<file path="src/rtl/serial_adder_ctrl.sv">
// Bit-serial adder controller: one shared full-adder cell stepped LSB-first, one bit per clock,
// with valid/ready handshakes on the operand and result sides.
module serial_adder_ctrl #(
    parameter int WIDTH = 4
) (
    input  logic             clk,
    input  logic             rst,
    input  logic             in_valid,
    output logic             in_ready,
    input  logic [WIDTH-1:0] a_in,
    input  logic [WIDTH-1:0] b_in,
    input  logic             cin,
    output logic             out_valid,
    input  logic             out_ready,
    output logic [WIDTH-1:0] sum_out,
    output logic             cout,
    output logic             busy
);

    localparam int CW = (WIDTH > 1) ? $clog2(WIDTH) : 1;
    localparam logic [CW-1:0] LAST_BIT = CW'(WIDTH - 1);

    typedef enum logic [1:0] {
        IDLE,
        RUN,
        DONE
    } state_t;

    state_t           state;
    state_t           state_nxt;
    logic [WIDTH-1:0] a_sh;
    logic [WIDTH-1:0] b_sh;
    logic [WIDTH-1:0] sum_sh;
    logic [WIDTH-1:0] sum_nxt;
    logic             carry;
    logic [CW-1:0]    bit_cnt;
    logic             fa_s;
    logic             fa_c;

    always_comb begin
        fa_s = a_sh[0] ^ b_sh[0] ^ carry;
        fa_c = (a_sh[0] & b_sh[0]) | (a_sh[0] & carry) | (b_sh[0] & carry);
    end

    // New sum bit enters at the MSB so that after WIDTH steps bit 0 holds the first-computed bit.
    always_comb begin
        sum_nxt            = sum_sh >> 1;
        sum_nxt[WIDTH-1]   = fa_s;
    end

    always_ff @(posedge clk or posedge rst) begin
        if (rst) begin
            state <= IDLE;
        end else begin
            state <= state_nxt;
        end
    end

    always_comb begin
        state_nxt = state;
        in_ready  = 1'b0;
        busy      = 1'b0;
        out_valid = 1'b0;
        case (state)
            IDLE: begin
                in_ready = 1'b1;
                if (in_valid) begin
                    state_nxt = RUN;
                end
            end
            RUN: begin
                busy = 1'b1;
                if (bit_cnt == LAST_BIT) begin
                    state_nxt = DONE;
                end
            end
            DONE: begin
                out_valid = 1'b1;
                if (out_ready) begin
                    state_nxt = IDLE;
                end
            end
            default: begin
                state_nxt = IDLE;
            end
        endcase
    end

    // Datapath only moves on accept and during RUN, so DONE holds the result stable for the sink.
    always_ff @(posedge clk or posedge rst) begin
        if (rst) begin
            a_sh    <= '0;
            b_sh    <= '0;
            sum_sh  <= '0;
            carry   <= 1'b0;
            bit_cnt <= '0;
        end else begin
            case (state)
                IDLE: begin
                    if (in_valid && in_ready) begin
                        a_sh    <= a_in;
                        b_sh    <= b_in;
                        carry   <= cin;
                        bit_cnt <= '0;
                    end
                end
                RUN: begin
                    carry   <= fa_c;
                    sum_sh  <= sum_nxt;
                    a_sh    <= a_sh >> 1;
                    b_sh    <= b_sh >> 1;
                    bit_cnt <= bit_cnt + 1'b1;
                end
                default: begin
                end
            endcase
        end
    end

    assign sum_out = sum_sh;
    assign cout    = carry;

endmodule

</file>
<file path="config.mk">
export PLATFORM = sky130hd
export DESIGN_NAME = serial_adder_ctrl
export DESIGN_NICKNAME = d
export VERILOG_FILES = /design/src/rtl/serial_adder_ctrl.sv
export SDC_FILE = /design/constraint.sdc
export NUM_CORES = 1
export LEC_CHECK = 0
export ABC_AREA = 1
export BUFFER_PORTS_ARGS = -buffer_cell sky130_fd_sc_hd__buf_2
export CAP_MARGIN = 20
export CORE_AREA = 4 4 52 54
export DETAILED_ROUTE_END_ITERATION = 10
export DIE_AREA = 0 0 56 58
export PLACE_DENSITY = 0.66
export SKIP_LAST_GASP = 1
export SLEW_MARGIN = 25
export SYNTH_ARGS = -nofsm -noshare
export SYNTH_HDL_FRONTEND = slang
export SYNTH_SLANG_ARGS = --single-unit
export TNS_END_PERCENT = 1
</file>
<file path="constraint.sdc">
create_clock -name clk -period 2.8 [get_ports clk]
set_input_delay 0.84 -clock clk [delete_from_list [all_inputs] [get_ports clk]]
set_output_delay 0.84 -clock clk [all_outputs]
set_load 0.005 [all_outputs]
</file>
==> results of run 1 <==
## layout by cell type (no fill, tap or decap), types with 3 or more instances in the layout
cell type	synthesis	final
buf_2	1	20
clkbuf_4	0	3
dfrtp_1	17	17
inv_1	17	17
nand2_1	40	40
nand3_1	7	7
nor2_1	3	3
## power by group
group / internal (mW) / total (mW) / switching [mW]
logic: 0.208 / 0.522 / 0.314
registers: 0.361 / 0.458 / 0.0962
clock network: 0.0542 / 0.132 / 0.0781
total: 0.623 / 1.11 / 0.489
## layout make-up
class / count / area (sq um)
inverter: 19 / 71.3
tap: 28 / 35.0
fill: 225 / 1200
clock inverter: 1 / 7.51
timing repair buffer: 20 / 100
clock buffer: 3 / 22.5
multi-input combinational: 65 / 345
sequential: 17 / 425
## flip-flops by register name (all words and copies together) (netlist names)
register,cells
a_sh,4
b_sh,4
sum_out,4
bit_cnt,2
state,2
cout,1
## per-stage QoR
step | std cells | instance area [sq um]
floorplan | 104 | 870
global placement | 149 | 977
global route | 153 | 1010
detailed placement | 149 | 977
CTS | 153 | 1010
finish | 153 | 1010
## worst max-delay path by stage
stage / from / endpoint / slack (ps)
floorplan: state[0] / out_valid / 1260
global placement: state[0] / busy / 920
detailed placement: state[0] / busy / 920
CTS: state[0] / busy / 570
global route: state[0] / busy / 460
finish: state[0] / busy / 610
## worst reg2reg max path, cell delays in order, from the launching register on
cell,delay [ps]
dfrtp_1,610
nand2_4,190
nand2_4,200
inv_2,120
nand2_1,70
nand2_1,60
## kinds of logic after synthesis
group                      count (synthesis)  synth area share
adders and majority gates                  2            0.0374
DFF                                       17             0.489
buffers and inverters                     22             0.114
and+or+nand+nor                           56             0.295
AOI/OAI and AO/OA                          7            0.0648
## metal layers
metal  wire length (microns)  vias to the layer above
li1                        -                      354
met4                      20                        0
met5                       0                        -
met3                      78                        4
met1                     712                      305
met2                     674                       16
==> metrics, run 1 <==
RSZ-0062 raised after global routing=no; Starting DRT DRC Count=9; max_cap viols=0; Reg clk slew, reported paths=100 ps; Mean Syn Cell Area=8.36 sq um; Clk Tree Root Cell=clkbuf_4; CP top delay family=flip-flops; LEAKAGE=0.584 nW; ratio of cells with drive above 1 in the final layout=0.280; Min Hold Slack=487 ps; final worst slack=610 ps; routability cong.=0.750; yosys warns=0; clk sinks=17; post-CTS sizing=0; routed vias=679; area share of the largest cell type after synthesis=0.489; reg-to-reg startpoint=state[0]; R2R setup slack=1460 ps; M1 GR Usage=0.141; grt total ovfl=0; Clock Tree Buf Depth=2; R2R depth=5; Post-synth ARST share=1.00; height of the die=58 microns; die width=56 microns; n_diodes=0; status=completed; Final #Nets=141; sequential fraction of the synthesis area=0.489; skew final=7.19 ps; Detailed Place HPWL=1.14 mm; pin count of the biggest net entering global routing=18; Total Neg Setup Slack=0 ps; Rows=17; fmax=457 MHz; post-synth cell types=19; DP Worst Slack=916 ps; synthesized netlist cell count=104; CP max FO=13; power density cells=1100 nW/um^2; Tcrit/Tclk final=0.782; vias per std cell=4.44; net count after synthesis=119; Crit Path Category=flip-flop to primary output; top cell type by total area after synthesis=dfrtp_1; Total Wirelength=1.49 mm; Area Overhead vs Synth=15.8%; worst slew pin tran=645 ps; crit path DAT=1350 ps; final core occ=0.455; hold endpoint=b_sh[2]; min-delay worst type=flip-flop to flip-flop; Starting Density=0.393; Port-buffer cells=20; Period minus WS final=2190 ps; IR drop worst, VDD=0.447 mV; top_reg_cell synth=dfrtp_1; mapped cell area=870 sq um; slowest CP cell=dfrtp_1; CP endpoint kind=primary output; wire per inst=9.71 microns; Worst setup SP type=flip-flop; Post-synth EDFFs=0; vias in the first global route=630; global routing's busiest layer=met2; H-tree Lvls=1; drt drc=0; met3 Usage GRT=0.0334; final number of hold-violating endpoints=0; #FFs+latches synth=17; most common library cells after synthesis=nand2_1, dfrtp_1, inv_1; worst hold path depth=2; top-count cell post-synth=nand2_1; CP bufs+invs=2; Worst EP required=1960 ps; met2 Usage GRT=0.152; Boundary Pins=21; CTS buffer count=3; Routed Antenna Nets=0; All-Layer GR Usage=0.103; Min-Delay Startpoint=b_sh[2]; Floorplan Core Area=2210 sq um; Hold Buf Count CTS=0; # Post-CTS Setup Buffers=0; r2r endpoint=a_sh[2]; crit-path cells=inv_1 -> nor2_4 -> buf_2; Synth area leaders=dfrtp_1, nand2_1, inv_1, nand3_1, buf_6; CP peak stage delay=610 ps; CP Depth=3; worst skew pair latency=290 ps; Setup violations, final=0; worst rel slew slack=0.570; antenna violations before repair=0; die area=3250 sq um; CTS tree=done; Slew Limit Fails=0; first-pass GRT wire length=2.67 mm; Pwr Total=1.11 mW; DR pass1 iterations=4
Note: power is estimated with default switching activity, not from simulation.
==> run 2, diff against run 1 <==
Settings changed: ABC_AREA 1 to 0, CORE_AREA 4 4 52 54 to 4 4 50 52, DIE_AREA 0 0 56 58 to 0 0 54 56, PLACE_DENSITY 0.66 to 0.69.
Clock period 2.8 ns to 1.9 ns, I/O delays scaled along.
==> metrics, run 2 <==
status=completed; drt drc=0; Reg clk slew, reported paths=110 ps; height of the die=56 microns; crit path DAT=1240 ps; #FFs+latches synth=17; CP endpoint kind=primary output; Period minus WS final=1810 ps; mux contribution to synthesized area=0.0685; top-count cell post-synth=dfrtp_1; vias per std cell=5.03; IR drop worst, VDD=0.636 mV; R2R depth=2; Starting DRT DRC Count=18; vias in the first global route=566; Tcrit/Tclk final=0.954; worst slew pin tran=644 ps; reg-to-reg startpoint=state[0]; worst rel slew slack=0.570; Synth Area in Adders=0.0405; most common library cells after synthesis=dfrtp_1, inv_1, mux2_2, nor2b_1; Area Overhead vs Synth=18.1%; LEAKAGE=0.452 nW; Hold Buf Count CTS=0; mapped cell area=803 sq um; # Post-CTS Setup Buffers=0; Cell Int Power=0.993 mW; skew final=6.09 ps; Post-synth EDFFs=0; yosys warns=0; Routed Antenna Nets=0; routed vias=578; Final #Nets=103; xor/xnor cell area share of the yosys netlist=0; Switching Share=0.369; Met2 Wirelength=707 microns; RSZ-0062 raised after global routing=no; top_reg_cell synth=dfrtp_1; antenna violations before repair=0; CP max FO=13; placed cells=111; Setup violations, final=0; clk sinks=17; main combinational cell family by area after synthesis=compound AO/OA/AOI/OAI gates; Filler Cell Count=190; switching pwr=0.581 mW; met3 routed WL=54 microns; CTS tree=done; min-delay worst type=input pin to async pin; first-pass GRT wire length=2.55 mm; Top Metal Used=met4; H-tree Lvls=1; Clk Tree Root Cell=clkbuf_4; clock power share=0.130; CTS buffer count=3; Starting Density=0.381; final number of hold-violating endpoints=0; Gate power share=0.430; Detailed Place HPWL=1.12 mm; Worst EP required=1330 ps; Slew Limit Fails=0; fraction of power consumed by sequential logic=0.440; All-Layer GR Usage=0.118; ratio of cells with drive above 1 in the final layout=0.414; commonest non-fill, non-tap cell in the layout=buf_2; Rows=17; post-synthesis simple-gate area fraction=0.121; wire per inst=13.6 microns; Compound-Gate Fraction of Synth Area=0.164; n_diodes=0; Post-Route M1 WL=740 microns; routability cong.=0.741; Total Neg Setup Slack=0 ps; Post-synth ARST share=1.00; Cell Count, Final, Fillers Out=115; register area=428 sq um; pin count of the biggest net entering global routing=18; Boundary Pins=21; Worst setup SP type=flip-flop; worst skew pair latency=310 ps; r2r endpoint=cout; Multi-input gate area=317 sq um; Total Wirelength=1.56 mm; die width=54 microns; post-synth cell types=25; fmax=552 MHz; R2R setup slack=630 ps; net count after synthesis=81; Clock Tree Buf Depth=2; Synth area leaders=dfrtp_1, mux2_2, a222oi_1, inv_1, a221oi_1; Mean Syn Cell Area=12.2 sq um; Crit Path Category=flip-flop to primary output; synthesized netlist cell count=66; die area=3020 sq um; area share of the largest cell type after synthesis=0.530; max_cap viols=0; grt total ovfl=0; power density cells=1660 nW/um^2; top cell type by total area after synthesis=dfrtp_1; sequential fraction of the synthesis area=0.530; commonest non-fill, non-tap cells in the layout=buf_2, dfrtp_1, inv_1; Floorplan Core Area=2110 sq um; Port-buffer cells=20; DR pass1 iterations=4
[run 2: kinds of logic after synthesis]
family	count (synthesis)
buf+inv	13
flops	17
simple gates	15
compound gates	14
mux	5
fa+ha+maj	2
[run 2: cell type report]
| type | instances | area share |
|---|---|---|
| inverter | 9 | 0.0356 |
| clock inverter | 1 | 0.00528 |
| tap | 28 | 0.0369 |
| multi-input combinational | 36 | 0.334 |
| sequential | 17 | 0.451 |
| timing repair buffer | 21 | 0.113 |
| clock buffer | 3 | 0.0237 |
[run 2: stage by stage]
stage                util  hold slack, ps  setup WS (ps)  area [sq um]  total power [mW]
floorplan               -             457            592           803              1.19
global placement    0.436             477            393           918              1.35
detailed placement  0.436             483            353           918              1.38
CTS                 0.450             355           36.6           947              1.59
global route        0.450             392           19.9           948              1.70
finish              0.450             330           87.1           948              1.57
[run 2: worst max path at each step]
stage              from        to  slack (ps)  cells past startpoint
5_1_grt        state[1]      busy          20                      3
3_3_place_gp   state[0]      busy         390                      3
2_1_floorplan  state[0]  in_ready         590                      2
3_5_place_dp   state[0]      busy         350                      3
4_1_cts        state[1]      busy          40                      3
6_report       state[1]      busy          90                      3
[run 2: worst max-delay path: stages (launching register included)]
cell	delay, ps
dfrtp_2	490
nand2b_1	190
inv_2	120
buf_2	130
[run 2: what timing repair did]
action | 4_1_cts | 5_1_grt
cloned | 0 | 0
resized for setup | 1 | 1
hold endpoints to repair | 0 | 0
setup endpoints to repair | 1 | 1
[run 2: power groups by stage]
stage / combinational [mW] / clock, mW / sequential [mW]
after floorplan: 0.552 / 0 / 0.641
after global routing: 0.759 / 0.226 / 0.716
after global placement: 0.662 / 0 / 0.685
after detailed placement: 0.680 / 0 / 0.697
final: 0.678 / 0.204 / 0.692
after CTS: 0.686 / 0.210 / 0.692
[run 2: per-layer routing]
metal	track usage	up-vias
li1	-	281
met1	0.140	278
met2	0.176	14
met3	0.0241	5
met4	0.0961	0
met5	0	-
